<file path="src/rtl/sr_ff_driver_if.sv">
// sr_ff_driver_if: request handshake, SR flop drive/readback and completion report
// of one sr_ff_driver channel.
interface sr_ff_driver_if #(parameter int WIDTH = 4);
    logic             req_valid;
    logic             req_ready;
    logic [WIDTH-1:0] req_target;
    logic [WIDTH-1:0] req_mask;
    logic [WIDTH-1:0] s_out;
    logic [WIDTH-1:0] r_out;
    logic [WIDTH-1:0] q_in;
    logic             busy;
    logic             done_valid;
    logic             done_error;
    logic [WIDTH-1:0] done_mismatch;
    modport master (
        output req_valid, req_target, req_mask, q_in,
        input  req_ready, s_out, r_out, busy, done_valid, done_error, done_mismatch
    );
    modport slave (
        input  req_valid, req_target, req_mask, q_in,
        output req_ready, s_out, r_out, busy, done_valid, done_error, done_mismatch
    );
endinterface

</file>
<file path="src/rtl/sr_ff_driver.sv">
// sr_ff_driver: drives a bank of SR flops to a masked target level, reads q back
// and re-drives only the mismatched bits up to MAX_RETRY times.
module sr_ff_driver #(
    parameter int WIDTH         = 4,
    parameter int PULSE_CYCLES  = 2,
    parameter int SETTLE_CYCLES = 1,
    parameter int MAX_RETRY     = 1
) (
    input  logic          clk,
    input  logic          reset,
    sr_ff_driver_if.slave bus
);
    localparam logic [2:0] IDLE   = 3'd0;
    localparam logic [2:0] DRIVE  = 3'd1;
    localparam logic [2:0] SETTLE = 3'd2;
    localparam logic [2:0] CHECK  = 3'd3;
    localparam logic [2:0] DONE   = 3'd4;
    localparam int CW = $clog2((PULSE_CYCLES > SETTLE_CYCLES ? PULSE_CYCLES : SETTLE_CYCLES) + 1);
    localparam int RW = $clog2(MAX_RETRY + 2);

    logic [2:0]       r_state;
    logic [CW-1:0]    r_cnt;
    logic [RW-1:0]    r_retry;
    logic [WIDTH-1:0] r_target;
    logic [WIDTH-1:0] r_mask;
    logic [WIDTH-1:0] r_s;
    logic [WIDTH-1:0] r_r;
    logic             r_done_err;
    logic [WIDTH-1:0] r_done_mm;
    logic [WIDTH-1:0] w_mm;

    assign w_mm              = (bus.q_in ^ r_target) & r_mask;
    assign bus.req_ready     = r_state == IDLE;
    assign bus.busy          = r_state != IDLE;
    assign bus.done_valid    = r_state == DONE;
    assign bus.s_out         = r_s;
    assign bus.r_out         = r_r;
    assign bus.done_error    = r_done_err;
    assign bus.done_mismatch = r_done_mm;

    // s/r are derived from one target word, so a bit can never see S=R=1.
    always_ff @(posedge clk or posedge reset) begin
        if (reset) begin
            r_state    <= IDLE;
            r_cnt      <= '0;
            r_retry    <= '0;
            r_target   <= '0;
            r_mask     <= '0;
            r_s        <= '0;
            r_r        <= '0;
            r_done_err <= 1'b0;
            r_done_mm  <= '0;
        end else begin
            case (r_state)
                IDLE: if (bus.req_valid) begin
                    r_target <= bus.req_target;
                    r_mask   <= bus.req_mask;
                    r_retry  <= '0;
                    r_cnt    <= '0;
                    if (bus.req_mask == '0) begin
                        r_state    <= DONE;
                        r_done_err <= 1'b0;
                        r_done_mm  <= '0;
                    end else begin
                        r_state <= DRIVE;
                        r_s     <= bus.req_mask & bus.req_target;
                        r_r     <= bus.req_mask & ~bus.req_target;
                    end
                end
                DRIVE: if (r_cnt == CW'(PULSE_CYCLES - 1)) begin
                    r_state <= SETTLE;
                    r_cnt   <= '0;
                    r_s     <= '0;
                    r_r     <= '0;
                end else begin
                    r_cnt <= r_cnt + CW'(1);
                end
                SETTLE: if (r_cnt == CW'(SETTLE_CYCLES - 1)) begin
                    r_state <= CHECK;
                    r_cnt   <= '0;
                end else begin
                    r_cnt <= r_cnt + CW'(1);
                end
                CHECK: if (w_mm == '0) begin
                    r_state    <= DONE;
                    r_done_err <= 1'b0;
                    r_done_mm  <= '0;
                end else if (r_retry < RW'(MAX_RETRY)) begin
                    r_state <= DRIVE;
                    r_retry <= r_retry + RW'(1);
                    r_s     <= w_mm & r_target;
                    r_r     <= w_mm & ~r_target;
                end else begin
                    r_state    <= DONE;
                    r_done_err <= 1'b1;
                    r_done_mm  <= w_mm;
                end
                DONE:    r_state <= IDLE;
                default: r_state <= IDLE;
            endcase
        end
    end
endmodule

</file>
<file path="src/flat_wrapper.sv">
// flat-port wrapper written by rule: the top's interface ports become plain ports
module sr_ff_driver_flat 
#(
    parameter int WIDTH         = 4,
    parameter int PULSE_CYCLES  = 2,
    parameter int SETTLE_CYCLES = 1,
    parameter int MAX_RETRY     = 1
)
  (clk, reset, bus_req_valid, bus_req_target, bus_req_mask, bus_q_in, bus_req_ready, bus_s_out, bus_r_out, bus_busy, bus_done_valid, bus_done_error, bus_done_mismatch);
  sr_ff_driver_if #(.WIDTH(WIDTH)) bus_i ();
  input  logic clk;
  input  logic reset;
  input wire logic [$bits(bus_i.req_valid)-1:0] bus_req_valid;
  input wire logic [$bits(bus_i.req_target)-1:0] bus_req_target;
  input wire logic [$bits(bus_i.req_mask)-1:0] bus_req_mask;
  input wire logic [$bits(bus_i.q_in)-1:0] bus_q_in;
  output wire logic [$bits(bus_i.req_ready)-1:0] bus_req_ready;
  output wire logic [$bits(bus_i.s_out)-1:0] bus_s_out;
  output wire logic [$bits(bus_i.r_out)-1:0] bus_r_out;
  output wire logic [$bits(bus_i.busy)-1:0] bus_busy;
  output wire logic [$bits(bus_i.done_valid)-1:0] bus_done_valid;
  output wire logic [$bits(bus_i.done_error)-1:0] bus_done_error;
  output wire logic [$bits(bus_i.done_mismatch)-1:0] bus_done_mismatch;
  assign bus_i.req_valid = bus_req_valid;
  assign bus_i.req_target = bus_req_target;
  assign bus_i.req_mask = bus_req_mask;
  assign bus_i.q_in = bus_q_in;
  assign bus_req_ready = bus_i.req_ready;
  assign bus_s_out = bus_i.s_out;
  assign bus_r_out = bus_i.r_out;
  assign bus_busy = bus_i.busy;
  assign bus_done_valid = bus_i.done_valid;
  assign bus_done_error = bus_i.done_error;
  assign bus_done_mismatch = bus_i.done_mismatch;
  sr_ff_driver #(.WIDTH(WIDTH), .PULSE_CYCLES(PULSE_CYCLES), .SETTLE_CYCLES(SETTLE_CYCLES), .MAX_RETRY(MAX_RETRY)) u_core (.clk(clk), .reset(reset), .bus(bus_i));
endmodule
</file>
<file path="config.mk">
export PLATFORM = sky130hd
export DESIGN_NAME = sr_ff_driver_flat
export DESIGN_NICKNAME = d
export VERILOG_FILES = /design/src/rtl/sr_ff_driver_if.sv /design/src/rtl/sr_ff_driver.sv /design/src/flat_wrapper.sv
export SDC_FILE = /design/constraint.sdc
export NUM_CORES = 1
export LEC_CHECK = 0
export CELL_PAD_IN_SITES_DETAIL_PLACEMENT = 1
export CELL_PAD_IN_SITES_GLOBAL_PLACEMENT = 1
export CORE_ASPECT_RATIO = 0.5
export CORE_UTILIZATION = 39
export DETAILED_ROUTE_END_ITERATION = 12
export PLACE_DENSITY = 0.76
export REMOVE_ABC_BUFFERS = 1
export SLEW_MARGIN = 20
export SYNTH_ARGS = -nofsm -noshare
export SYNTH_HDL_FRONTEND = slang
export SYNTH_SLANG_ARGS = --single-unit
</file>
<file path="constraint.sdc">
create_clock -name clk -period 2.4 [get_ports clk]
set_clock_uncertainty 0.05 [all_clocks]
set_input_delay 0.36 -clock clk [delete_from_list [all_inputs] [get_ports clk]]
set_output_delay 0.36 -clock clk [all_outputs]
set_load 0.005 [all_outputs]
</file>
# Word level (Yosys, flattened, before mapping)
# Cells that the tools add are included.
# classes
n_addsub,2
magnitude_cmp,1
eq_ne,13
muxes,35
bitwise_logic,8
reduce_logical,14
# op_table
operator,n
$mux W4,13
$pmux W4 S3,2
$and A4 B4 Y4,5
$mux W3,6
$pmux W3 S4,1
$mux W2,5
$reduce_bool A3 Y1,3
$logic_not A4 Y1,2
$ne A2 B1 Y1 const B,4
$not A4 Y4,2
$pmux W4 S2,1
$reduce_and A4 Y1,2
$eq A3 B2 Y1 const B,2
$ne A2 B2 Y1 const B,3
$pmux W2 S3,1
$reduce_and A6 Y1,1
$add A2 B1 Y2 const B,2
$mux W1,4
$pmux W2 S2,1
$reduce_and A2 Y1,2
$xor A4 B4 Y4,1
$eq A3 B1 Y1 const B,1
$eq A3 B3 Y1 const B,1
$logic_not A3 Y1,1
other kinds (7),7
# word_totals
ff_bits,28
input_bits,15
out_inout_bits,16
word_cells,82

# Logic depth before layout (Yosys ltp)
# logic_depth
depth_word,6
depth_mapped,7

# Worst setup path after synthesis
# No wires, ideal clock.
# synth_timing
path_type,flip-flop to flip-flop
startpoint,register u_core.r_state[1]
endpoint,register u_core.r_r[0] (netlist: u_core.bus.r_out[0])
t_arrival_ns,1.676
slack_ns,0.549
path_stages_with_launch,6
n_path_buf,0
period_less_slack_ns,1.851
path_cell_list,dfrtp_1 -> or4b_4 -> o22a_4 -> nor2_4 -> a21oi_4 -> mux2_4
# synth_via
elab_chain_len,3
elab_cells_between_ends,11
# synth_rtl
item,line,text
from (decl),sr_ff_driver.sv:21,logic [2:0] r_state;
from (signal assigned),sr_ff_driver.sv:44,r_state <= IDLE;
from (signal assigned),sr_ff_driver.sv:61,r_state <= DONE;
from (signal assigned),sr_ff_driver.sv:65,r_state <= DRIVE;
"$eq A3 B2 Y1, or another cell as far along",sr_ff_driver.sv:54,case (r_state)
"$ne A2 B2 Y1 (no source line), or another cell as far along",-,
$reduce_and A6 Y1 (no source line),-,
to (signal assigned),sr_ff_driver.sv:67,r_r <= bus.req_mask & ~bus.req_target;
to (signal assigned),sr_ff_driver.sv:92,r_r <= w_mm & ~r_target;
to (decl),sr_ff_driver.sv:27,logic [WIDTH-1:0] r_r;
# Parallel ways exist; a longest one is shown, timed or not.
# A chain may end at the register's enable or synchronous reset.

# Final worst setup path
# layout_timing
startpoint,register u_core.r_state[1]
endpoint,output bus_req_ready
# layout_via
elab_chain_len,1
# layout_rtl
item,line,text
$logic_not A3 Y1,sr_ff_driver.sv:33,assign bus.req_ready = r_state == IDLE;
to (decl),flat_wrapper.sv:17,output wire logic [$bits(bus_i.req_ready)-1:0] bus_req_ready;
# No other way between the ends.

==> flow_metrics.env <==
export IMPL_cts_tree="built"
export IMPL_post_drt_via_cell_ratio=5.20
export IMPL_path_delay_family="buffers and inverters"
export IMPL_clk_pin_slew_ns=0.10
export IMPL_grt_setup_unrepaired="false"
export IMPL_power_leakage_uw=0.000912
export IMPL_wl_per_cell_um=15.4
export IMPL_hold_viol=0
export IMPL_synthToLayoutAreaGrowth_pct=33.3
export IMPL_cp_data_required_time_ns=1.99
export IMPL_wl_um=3720
export IMPL_io_buffers=30
export IMPL_initial_core_util_pct=43.1
export IMPL_power_density_nw_per_um2=1280
export IMPL_setup_viol=0
export IMPL_yosys_warnings=0
export IMPL_cpMaxStageDelayCell="clkdlybuf4s50_1"
export IMPL_avgSynthCellArea_um2=10.5
export IMPL_firstDrtPassIters=5
export IMPL_n_antenna_cell=0
export IMPL_slew_headroom_pct=73.4
export IMPL_cp_cell_sequence="buf_4, or3_1, inv_2, clkdlybuf4s50_1"
export IMPL_core_um2=3620
export IMPL_ios=31
export IMPL_first_iter_violations=23
export IMPL_synth_cell_type_count=39
export IMPL_drive_above_1_share_pct=17.4
export IMPL_worstPathMaxFanout=12
export IMPL_die_w_um=91.5
export IMPL_vias=1253
export IMPL_utilization_pct=57.5
export IMPL_drv_slew=0
export IMPL_tns_ns=0
export IMPL_ctsResizeCount=0
export IMPL_grt_overflow=0
export IMPL_slowest_delay_ns=0.49
export IMPL_worstSetupPathType="register to output pin"
export IMPL_period_share_pct=95.8
export IMPL_gr_usage_all_layers_pct=19.4
export IMPL_arrival_ns=1.89
export IMPL_clk_latency_ns=0.28
export IMPL_synth_area_um2=1560
export IMPL_ir_worst_vdd_mv=0.581
export IMPL_ant_nets=0
export IMPL_postSynthCellCount=149
export IMPL_hold_ws_ns=0.384
export IMPL_nFillCells=397
export IMPL_dp_hpwl_um=2760
export IMPL_cp_start_kind="register"
export IMPL_maxCapViolCount=0
export IMPL_grt_first_pass_wirelength_um=6170
export IMPL_antenna_found_initial=0
export IMPL_ys_ff_latch=28
export IMPL_hp_class="input pin to async pin"
export IMPL_clock_sinks=28
export IMPL_outcome="finished, final reports clean"
export IMPL_fin_crit_ns=2.30
export IMPL_hold_buffers=0
export IMPL_synth_seq_area_share_pct=44.8
export IMPL_drc=0
export IMPL_clockRootBuffer="clkbuf_8"
export IMPL_crit_buf_inv=3
export IMPL_place_congestion=0.795
export IMPL_num_rows=15
export IMPL_power_uw=2670
export IMPL_fmax_ghz=0.435
export IMPL_fp_dieH_um=46.8
export IMPL_grt_max_degree=29
export IMPL_postCtsSetupRepairBufs=0
export IMPL_dieArea_um2=4280
export IMPL_nets=210
export IMPL_grt_pass1_vias=1269
export IMPL_tightest_slew_ns=0.396
export IMPL_cts_buffers=3
export IMPL_clockBufferDepth=2
export IMPL_cts_htree_levels=1
export IMPL_endpoint_kind="output pin"
==> metal layers <==
metal  global-route usage, %  part of all wire [%]  wire, um
met1                    25.4                    50      1870
met2                    34.3                    45      1690
met3                    3.88                   3.2       119
met4                    5.71                   1.0        37
met5                       0                     0         0
==> layout make-up <==
| class | instances | area [um2] | share of cell area [%] |
|---|---|---|---|
| Inverter | 12 | 45.0 | 2.16 |
| Clock inverter | 1 | 30.0 | 1.44 |
| Tap cell | 51 | 63.8 | 3.06 |
| Timing Repair Buffer | 43 | 410 | 19.7 |
| Clock buffer | 3 | 41.3 | 1.98 |
| Sequential cell | 28 | 701 | 33.6 |
| Multi-Input combinational cell | 103 | 792 | 38.0 |
==> synth_stat cells <==
cell        n  area [um2]
nand2_1    10        37.5
o21ai_1     4        20.0
a31oi_2     1        12.5
nor3b_1     1        7.51
a21oi_4     1        16.3
clkbuf_1    3        11.3
o22ai_1     1        6.26
nand4_1     1        6.26
a211oi_1    2        15.0
o21bai_1    1        7.51
nor2b_1    11        68.8
a32o_1      1        10.0
or4b_4      1        13.8
a32oi_1     1        8.76
a21oi_1     6        30.0
nor3_1      2        10.0
o21ai_0     8        40.0
a311oi_1    1        8.76
buf_1       1        3.75
nor2_2      1        6.26
ha_1        4        50.1
nor2_4      1        11.3
mux2_4      8         120
o22a_4      1        17.5
o2bb2ai_1   1        8.76
mux2i_1     1        10.0
inv_1      11        41.3
nand2b_1    2        12.5
nand3_1     9        45.0
a21o_1      2        15.0
dfrtp_1    28         701
mux2_1      9         101
inv_2       1        3.75
buf_2       2        10.0
nor4_2      1        12.5
or3_1       1        6.26
or2_1       1        6.26
nor2_1      4        15.0
o32ai_1     4        35.0
==> path summary, 6_finish.rpt <==
check / slack, ns / cells past startpoint / startpoint / to
hold reg to reg: 0.43 / 1 / u_core.r_retry[0] / u_core.r_retry[0]
min in group clk: 0.43 / 1 / u_core.r_retry[0] / u_core.r_retry[0]
max in group asynchronous: 1.64 / 3 / reset / u_core.bus.s_out[2]
setup / recovery: 0.10 / 4 / u_core.r_state[1] / bus_req_ready
hold / removal: 0.38 / 3 / reset / u_core.bus.s_out[3]
setup reg to reg: 0.41 / 6 / u_core.r_state[1] / u_core.bus.r_out[2]
==> sequential cells by signal, summed over array words and instances (netlist names) <==
name and cells:
u_core.r_retry 2, u_core.r_state 3, u_core.bus.r_out 4, u_core.r_cnt 2, u_core.bus.s_out 4, u_core.bus.done_error 1
u_core.bus.done_mismatch 4, u_core.r_target 4, u_core.r_mask 4
==> tightest hold or removal path, delay by kind of cell <==
| kind | cells | cell delay, ns |
|---|---|---|
| buf+inv | 3 | 0.78 |
==> layout by cell type, fill, tap and decap left out, drive strengths merged, types with 2 or more instances in the layout <==
cell and n:
a211oi 2, a21o 2, a21oi 7, buf 13, clkbuf 3, clkdlybuf4s50 30
dfrtp 28, ha 4, inv 12, mux2 17, nand2 10, nand2b 2
nand3 9, nor2 6, nor2b 11, nor3 2, o21ai 12, o32ai 4
==> where the power goes <==
group	switching, uW	leakage [uW]	internal [uW]
clock network	158	0.0000357	224
logic	721	0.000514	805
registers	114	0.000362	643
==> cells by family (layout without fill, tap and decap cells) <==
group	Yosys count	after routing	synth area share (%)
AOI/OAI and AO/OA	35	35	16.1
DFF	28	28	44.8
adders and majority gates	4	4	3.20
muxes	18	18	14.8
and+or+nand+nor	46	46	16.6
buffers and inverters	18	59	4.48
==> through the flow <==
step                area [um2]  worst slack (ns)  cells
floorplan                 1540             0.337    143
global placement          2010            0.0344    237
detailed placement        2010            0.0211    237
CTS                       2080            0.0934    241
global route              2080            0.0511    241
finish                    2080             0.102    241
Power figures use the tool's default switching activity.
